==> src/rtl/hilo_mult_unit_if.sv <==
// Command/result bundle between the pipeline and the HI/LO multiply unit.
// The pipeline side drives the command and reads status and HI/LO back.
interface hilo_mult_unit_if #(
  parameter int WIDTH = 32
);
  logic             start;
  logic [5:0]       alu_control;
  logic [WIDTH-1:0] a;
  logic [WIDTH-1:0] b;
  logic             busy;
  logic             done;
  logic [WIDTH-1:0] hi;
  logic [WIDTH-1:0] lo;

  modport master (
    output start, alu_control, a, b,
    input  busy, done, hi, lo
  );

  modport slave (
    input  start, alu_control, a, b,
    output busy, done, hi, lo
  );
endinterface

==> src/rtl/hilo_mult_unit.sv <==
// Sequential shift-add multiplier that owns the MIPS-style HI/LO registers.
// A signed multiply works on operand magnitudes, and the sign is applied when
// the result is written back. mthi/mtlo write HI/LO directly when the unit is idle.
module hilo_mult_unit #(
  parameter int WIDTH = 32
) (
  input logic             clk,
  input logic             rst_n,
  hilo_mult_unit_if.slave bus
);
  localparam logic [5:0] OP_MULT  = 6'b001111;
  localparam logic [5:0] OP_MULTU = 6'b010001;
  localparam logic [5:0] OP_MTHI  = 6'b111000;
  localparam logic [5:0] OP_MTLO  = 6'b111001;

  localparam int CW = $clog2(WIDTH) + 1;
  localparam logic [CW-1:0] LAST_STEP = CW'(WIDTH - 1);

  typedef enum logic [1:0] {IDLE, RUN, FIN} state_t;

  state_t             state;
  logic [2*WIDTH-1:0] acc;
  logic [2*WIDTH-1:0] mcand;
  logic [WIDTH-1:0]   mplier;
  logic [CW-1:0]      count;
  logic               sign;
  logic               busy_r;
  logic               done_r;
  logic [WIDTH-1:0]   hi_r;
  logic [WIDTH-1:0]   lo_r;
  logic [WIDTH-1:0]   mag_a;
  logic [WIDTH-1:0]   mag_b;

  assign bus.busy = busy_r;
  assign bus.done = done_r;
  assign bus.hi   = hi_r;
  assign bus.lo   = lo_r;

  // Operand magnitudes for signed multiply; the most negative value maps to itself.
  always_comb begin
    mag_a = bus.a[WIDTH-1] ? -bus.a : bus.a;
    mag_b = bus.b[WIDTH-1] ? -bus.b : bus.b;
  end

  // Control FSM plus datapath: accept commands in IDLE, one shift-add per RUN cycle, write back in FIN.
  always_ff @(posedge clk or negedge rst_n) begin
    if (!rst_n) begin
      state  <= IDLE;
      acc    <= '0;
      mcand  <= '0;
      mplier <= '0;
      count  <= '0;
      sign   <= 1'b0;
      busy_r <= 1'b0;
      done_r <= 1'b0;
      hi_r   <= '0;
      lo_r   <= '0;
    end else begin
      done_r <= 1'b0;
      case (state)
        IDLE: begin
          if (bus.start) begin
            case (bus.alu_control)
              OP_MULT: begin
                mcand  <= {{WIDTH{1'b0}}, mag_a};
                mplier <= mag_b;
                sign   <= bus.a[WIDTH-1] ^ bus.b[WIDTH-1];
                acc    <= '0;
                count  <= '0;
                busy_r <= 1'b1;
                state  <= RUN;
              end
              OP_MULTU: begin
                mcand  <= {{WIDTH{1'b0}}, bus.a};
                mplier <= bus.b;
                sign   <= 1'b0;
                acc    <= '0;
                count  <= '0;
                busy_r <= 1'b1;
                state  <= RUN;
              end
              OP_MTHI: hi_r <= bus.a;
              OP_MTLO: lo_r <= bus.a;
              default: ;
            endcase
          end
        end
        RUN: begin
          if (mplier[0]) begin
            acc <= acc + mcand;
          end
          mcand  <= mcand << 1;
          mplier <= mplier >> 1;
          count  <= count + CW'(1);
          // Busy drops as soon as the last step is taken so the pipeline sees
          // exactly WIDTH busy cycles; the write-back cycle follows.
          if (count == LAST_STEP) begin
            busy_r <= 1'b0;
            state  <= FIN;
          end
        end
        FIN: begin
          if (sign && (acc != '0)) begin
            {hi_r, lo_r} <= -acc;
          end else begin
            {hi_r, lo_r} <= acc;
          end
          done_r <= 1'b1;
          state  <= IDLE;
        end
        default: state <= IDLE;
      endcase
    end
  end
endmodule
==> src/flat_wrapper.sv <==
// flat-port wrapper written by rule: the top's interface ports become plain ports
module hilo_mult_unit_flat 
#(
  parameter int WIDTH = 32
)
  (clk, rst_n, bus_start, bus_alu_control, bus_a, bus_b, bus_busy, bus_done, bus_hi, bus_lo);
  hilo_mult_unit_if #(.WIDTH(WIDTH)) bus_i ();
  input logic clk;
  input logic rst_n;
  input wire logic [$bits(bus_i.start)-1:0] bus_start;
  input wire logic [$bits(bus_i.alu_control)-1:0] bus_alu_control;
  input wire logic [$bits(bus_i.a)-1:0] bus_a;
  input wire logic [$bits(bus_i.b)-1:0] bus_b;
  output wire logic [$bits(bus_i.busy)-1:0] bus_busy;
  output wire logic [$bits(bus_i.done)-1:0] bus_done;
  output wire logic [$bits(bus_i.hi)-1:0] bus_hi;
  output wire logic [$bits(bus_i.lo)-1:0] bus_lo;
  assign bus_i.start = bus_start;
  assign bus_i.alu_control = bus_alu_control;
  assign bus_i.a = bus_a;
  assign bus_i.b = bus_b;
  assign bus_busy = bus_i.busy;
  assign bus_done = bus_i.done;
  assign bus_hi = bus_i.hi;
  assign bus_lo = bus_i.lo;
  hilo_mult_unit #(.WIDTH(WIDTH)) u_core (.clk(clk), .rst_n(rst_n), .bus(bus_i));
endmodule
==> config.mk <==
export PLATFORM = sky130hd
export DESIGN_NAME = hilo_mult_unit_flat
export DESIGN_NICKNAME = d
export VERILOG_FILES = /design/src/rtl/hilo_mult_unit_if.sv /design/src/rtl/hilo_mult_unit.sv /design/src/flat_wrapper.sv
export SDC_FILE = /design/constraint.sdc
export NUM_CORES = 1
export LEC_CHECK = 0
export CAP_MARGIN = 20
export CELL_PAD_IN_SITES_DETAIL_PLACEMENT = 0
export CELL_PAD_IN_SITES_GLOBAL_PLACEMENT = 1
export CORE_MARGIN = 3
export CORE_UTILIZATION = 25
export CTS_BUF_LIST = sky130_fd_sc_hd__clkbuf_16
export DETAILED_ROUTE_END_ITERATION = 10
export PLACE_DENSITY_LB_ADDON = 0.1
export SLEW_MARGIN = 20
export SYNTH_ARGS = -nofsm -noshare
export SYNTH_HDL_FRONTEND = slang
export SYNTH_SLANG_ARGS = --single-unit
==> constraint.sdc <==
create_clock -name clk -period 3.3 [get_ports clk]
set_input_delay 0.495 -clock clk [delete_from_list [all_inputs] [get_ports clk]]
set_output_delay 0.495 -clock clk [all_outputs]
set_load 0.1 [all_outputs]
==> metrics.md, run 1 <==
| Metric | Value |
|---|---|
| Routed wire length | `65600 um` |
| I/O Pins | `139` |
| Clk pin slew, worst setup/hold paths | `0.05 ns` |
| WHS Path Cells | `2` |
| Max Freq | `298 MHz` |
| Post-route ant nets | `0` |
| 1st-pass router iterations | `5` |
| Synthesized area | `15800 um^2` |
| FF-to-FF End | `u_core.bus.hi[7]` |
| Nets | `2353` |
| Fin. Hold Viols | `0` |
| Failing checks | `negative setup slack` |
| Drt drc | `0` |
| First-pass GRT wire length | `97800 um` |
| R2r setup slk | `-0.05 ns` |
| YS warnings | `0` |
| Gr usage total | `0.192` |
| Critical path's slowest cell | `or4_4` |
| Top FF cell, synth | `dfrtp_1` |
| Area growth syn-to-layout | `38.5%` |
| Status | `complete, but fails checks` |
| Most used cell, CP | `or4_4` |
| CP Max Fanout | `5` |
| Root Buffer Master | `clkbuf_16` |
| Clk buf depth | `3` |
| Leakage | `9.66 nW` |
| H-Tree Depth | `2` |
| Hold Crit Start | `u_core.mplier[30]` |
| Die H | `257 um` |
| Vias in the first global route | `15500` |
| Critical path arrival | `3.82 ns` |
| Least-Margin Pin Slew | `1.00 ns` |
| Largest stage delay, worst path | `0.47 ns` |
| Worst vdd ir | `0.306 mV` |
| HPWL Detailed | `50200 um` |
| PnR worst setup slack | `-0.0533 ns` |
| Site row count | `91` |
| Mapped Cells | `1825` |
| Min cycle time layout | `3.35 ns` |
| Hold WC Path Type | `reg2reg` |
| Filler Cells Inserted | `6516` |
| Inserted Clock Buffers | `35` |
| Nature of the critical path endpoint | `flop` |
| Routed via count | `15300` |
| Power Density | `794 nW/um^2` |
| RSZ-0062 raised after global routing | `true` |
| Dpl ws | `-0.433 ns` |
| Clock skew | `0.0265 ns` |
| Syn_area_per_cell | `8.64 um^2` |
| Final setup violation count | `12` |
| Die X | `257 um` |
| Slew HR | `0.332` |
| Final slew viol count | `0` |
| Synth async-reset ratio | `1.00` |
| Synth unique cells | `74` |
| Crit start category | `flop` |
| Starting Density | `0.254` |
| Seq/Total Area, Yosys | `0.373` |
| Max-cap viol count | `0` |
| DIE AREA | `66100 um^2` |
| Grt ovf | `0` |
| CTS tree | `built` |
| Wire per inst | `21.3 um` |
| Reg2reg start | `u_core.acc[51]` |
| Via density per instance | `4.97` |
| Largest net degree at the start of global routing | `78` |
| Clock Latency Late Sink | `0.55 ns` |
| Synth Register Bits | `235` |
| Post-synth EDFFs | `0` |
| Initial antenna violation count | `5` |
| CORE AREA | `62100 um^2` |
| Syn Nets | `1966` |
| DRT iter0 DRCs | `971` |
| Layout cell share with drive strength beyond 1 | `0.227` |
| Critical Path RT | `3.76 ns` |
| Cells on worst reg2reg path | `10` |
| GPL Wtd Cong | `0.869` |
| Port Buffers | `138` |
| Clock sinks | `235` |
| Worst min-delay path endpoint | `u_core.mplier[30]` |
| Tcrit/Tclk final | `1.02` |
| CP cell instances | `or3_4 -> or4_4 -> or4_4 -> or4_4 -> o31a_4 -> buf_12 -> o31ai_2 -> xnor2_1 -> nand2_1 -> o21ai_1` |
| Setup CP Type | `reg2reg` |
| ANT cells | `0` |
| Tot Pwr | `17.3 mW` |
[registers in the layout (all words and copies together), names as in the netlist]
name and cells:
u_core.count 6, u_core.bus.lo 32, u_core.state 2, u_core.bus.hi 32, u_core.sign 1, u_core.mplier 32, u_core.mcand 64, u_core.acc 64
u_core.bus.busy 1, u_core.bus.done 1
[worst max-delay path: cells and delay by family (launching register included)]
| kind | cells | cell delay, ns |
|---|---|---|
| AND/OR/NAND/NOR | 5 | 1.93 |
| AO/OA/AOI/OAI | 3 | 0.60 |
| flip-flops | 1 | 0.37 |
| XOR/XNOR | 1 | 0.21 |
| buffers and inverters | 1 | 0.16 |
[synthesized netlist by cell type, types with 5 or more instances]
cell type,count,share of area
a21o_1,46,0.022
nor2b_1,19,0.0075
buf_1,11,0.0026
nor4_1,14,0.0056
a221oi_1,5,0.0028
inv_1,28,0.0067
xnor2_1,98,0.054
nor2_1,79,0.019
a31oi_1,15,0.0060
or3_1,14,0.0056
o22ai_1,53,0.021
and2_1,16,0.0063
nand2b_1,7,0.0028
nand4_1,17,0.0067
o41ai_1,15,0.0083
o21ai_1,31,0.0098
nand3_1,17,0.0054
mux2i_1,57,0.036
and3_1,15,0.0060
or4_1,12,0.0057
xor2_1,85,0.047
o31ai_1,32,0.015
nand2_1,263,0.063
o21ai_0,209,0.066
a22o_1,42,0.023
o21bai_1,12,0.0057
clkbuf_1,86,0.020
or2_2,5,0.0020
dfrtp_1,235,0.37
ha_1,67,0.053
o211ai_1,6,0.0029
a21oi_1,109,0.035
buf_2,7,0.0022
nor3_1,20,0.0063
a211oi_1,12,0.0057
[cells by family after synthesis]
logic type      Yosys count  share of synthesized area
flops                   235                      0.373
xor+xnor                183                      0.102
buf+inv                 134                     0.0325
compound gates          628                      0.248
mux                      57                     0.0362
fa+ha+maj                68                     0.0544
simple gates            520                      0.154
[worst max path at each step]
stage,start,depth (start not counted),slack (ns),to
floorplan,bus_a[12],10,0.21,u_core.mcand[28]
global placement,bus_a[12],11,-0.47,u_core.mcand[28]
detailed placement,bus_a[12],11,-0.43,u_core.mcand[30]
CTS,u_core.acc[7],16,0.002,u_core.acc[56]
global route,u_core.acc[41],13,-0.12,u_core.bus.lo[11]
finish,u_core.acc[51],10,-0.05,u_core.bus.hi[7]
[cell usage in the layout (no fill, tap or decap), types with 11 or more instances in the layout]
cell type / instances
or4_1: 11
o22ai_1: 53
nand2_1: 254
o31ai_1: 20
o21bai_1: 11
o21ai_0: 187
clkinv_1: 14
clkbuf_16: 39
buf_12: 13
o21ai_2: 12
a22o_1: 42
a31oi_1: 15
mux2i_1: 57
inv_1: 33
or3_1: 12
clkdlybuf4s50_1: 93
nor3_1: 18
nor2b_1: 18
nand3_1: 17
xnor2_1: 89
o21ai_1: 39
and2_1: 15
a21oi_1: 100
and3_1: 13
nand4_1: 17
xor2_1: 85
nor4_1: 11
buf_4: 340
nor2_1: 78
dfrtp_1: 235
ha_1: 65
a21o_1: 45
[cell type report]
type,instances,area [um^2],share of cell area
well taps,837,1050,0.0480
multi-input cells,1456,9890,0.453
inverters,30,115,0.00527
repair buffers,454,3880,0.178
clock buffers,36,901,0.0413
clock inverters,27,128,0.00584
flip-flops and latches,235,5880,0.269
[power by group]
part           leakage, nW  internal, mW  switching [mW]
clock                0.525          1.97            1.47
sequential            2.87          3.64           0.714
combinational         6.27          4.17            5.38
total                 9.66          9.79            7.56
[metrics by stage]
stage	setup TNS, ns	cells	hold WS (ns)	util	cell area [um^2]
after floorplan	0	1825	0.199	-	15800
after global placement	-7.64	3004	0.464	0.325	20200
after detailed placement	-6.60	3004	0.469	0.325	20200
after CTS	0	3069	0.481	0.343	21300
after global routing	-2.74	3075	0.504	0.352	21800
final	-0.173	3075	0.479	0.352	21800
[per-layer routing]
layer,vias up,wire length (um),share of wire,global-route usage
met3,84,3370,0.051,0.0378
met5,-,13,0.00020,0
li1,7426,-,-,-
met4,2,1690,0.026,0.0542
met1,7457,30900,0.47,0.265
met2,307,29600,0.45,0.306
[timing repair]
action,CTS,global route
hold buffers,1,0
endpoints found under the hold margin,70,0
setup endpoints to repair,48,62
buffers inserted,1,4
gates cloned,0,3
gates resized for setup,16,105
pin swaps,1,43
Power figures use the tool's default switching activity.
==> inputs of run 2 (changes only) <==
--- a/config.mk
+++ b/config.mk
@@ -5,6 +5,7 @@
 export SDC_FILE = /design/constraint.sdc
 export NUM_CORES = 1
 export LEC_CHECK = 0
+export ABC_AREA = 0
 export CAP_MARGIN = 20
 export CELL_PAD_IN_SITES_DETAIL_PLACEMENT = 0
 export CELL_PAD_IN_SITES_GLOBAL_PLACEMENT = 1
==> results of run 2 <==
Final layout, timing and power as in run 1 (identical DEF).
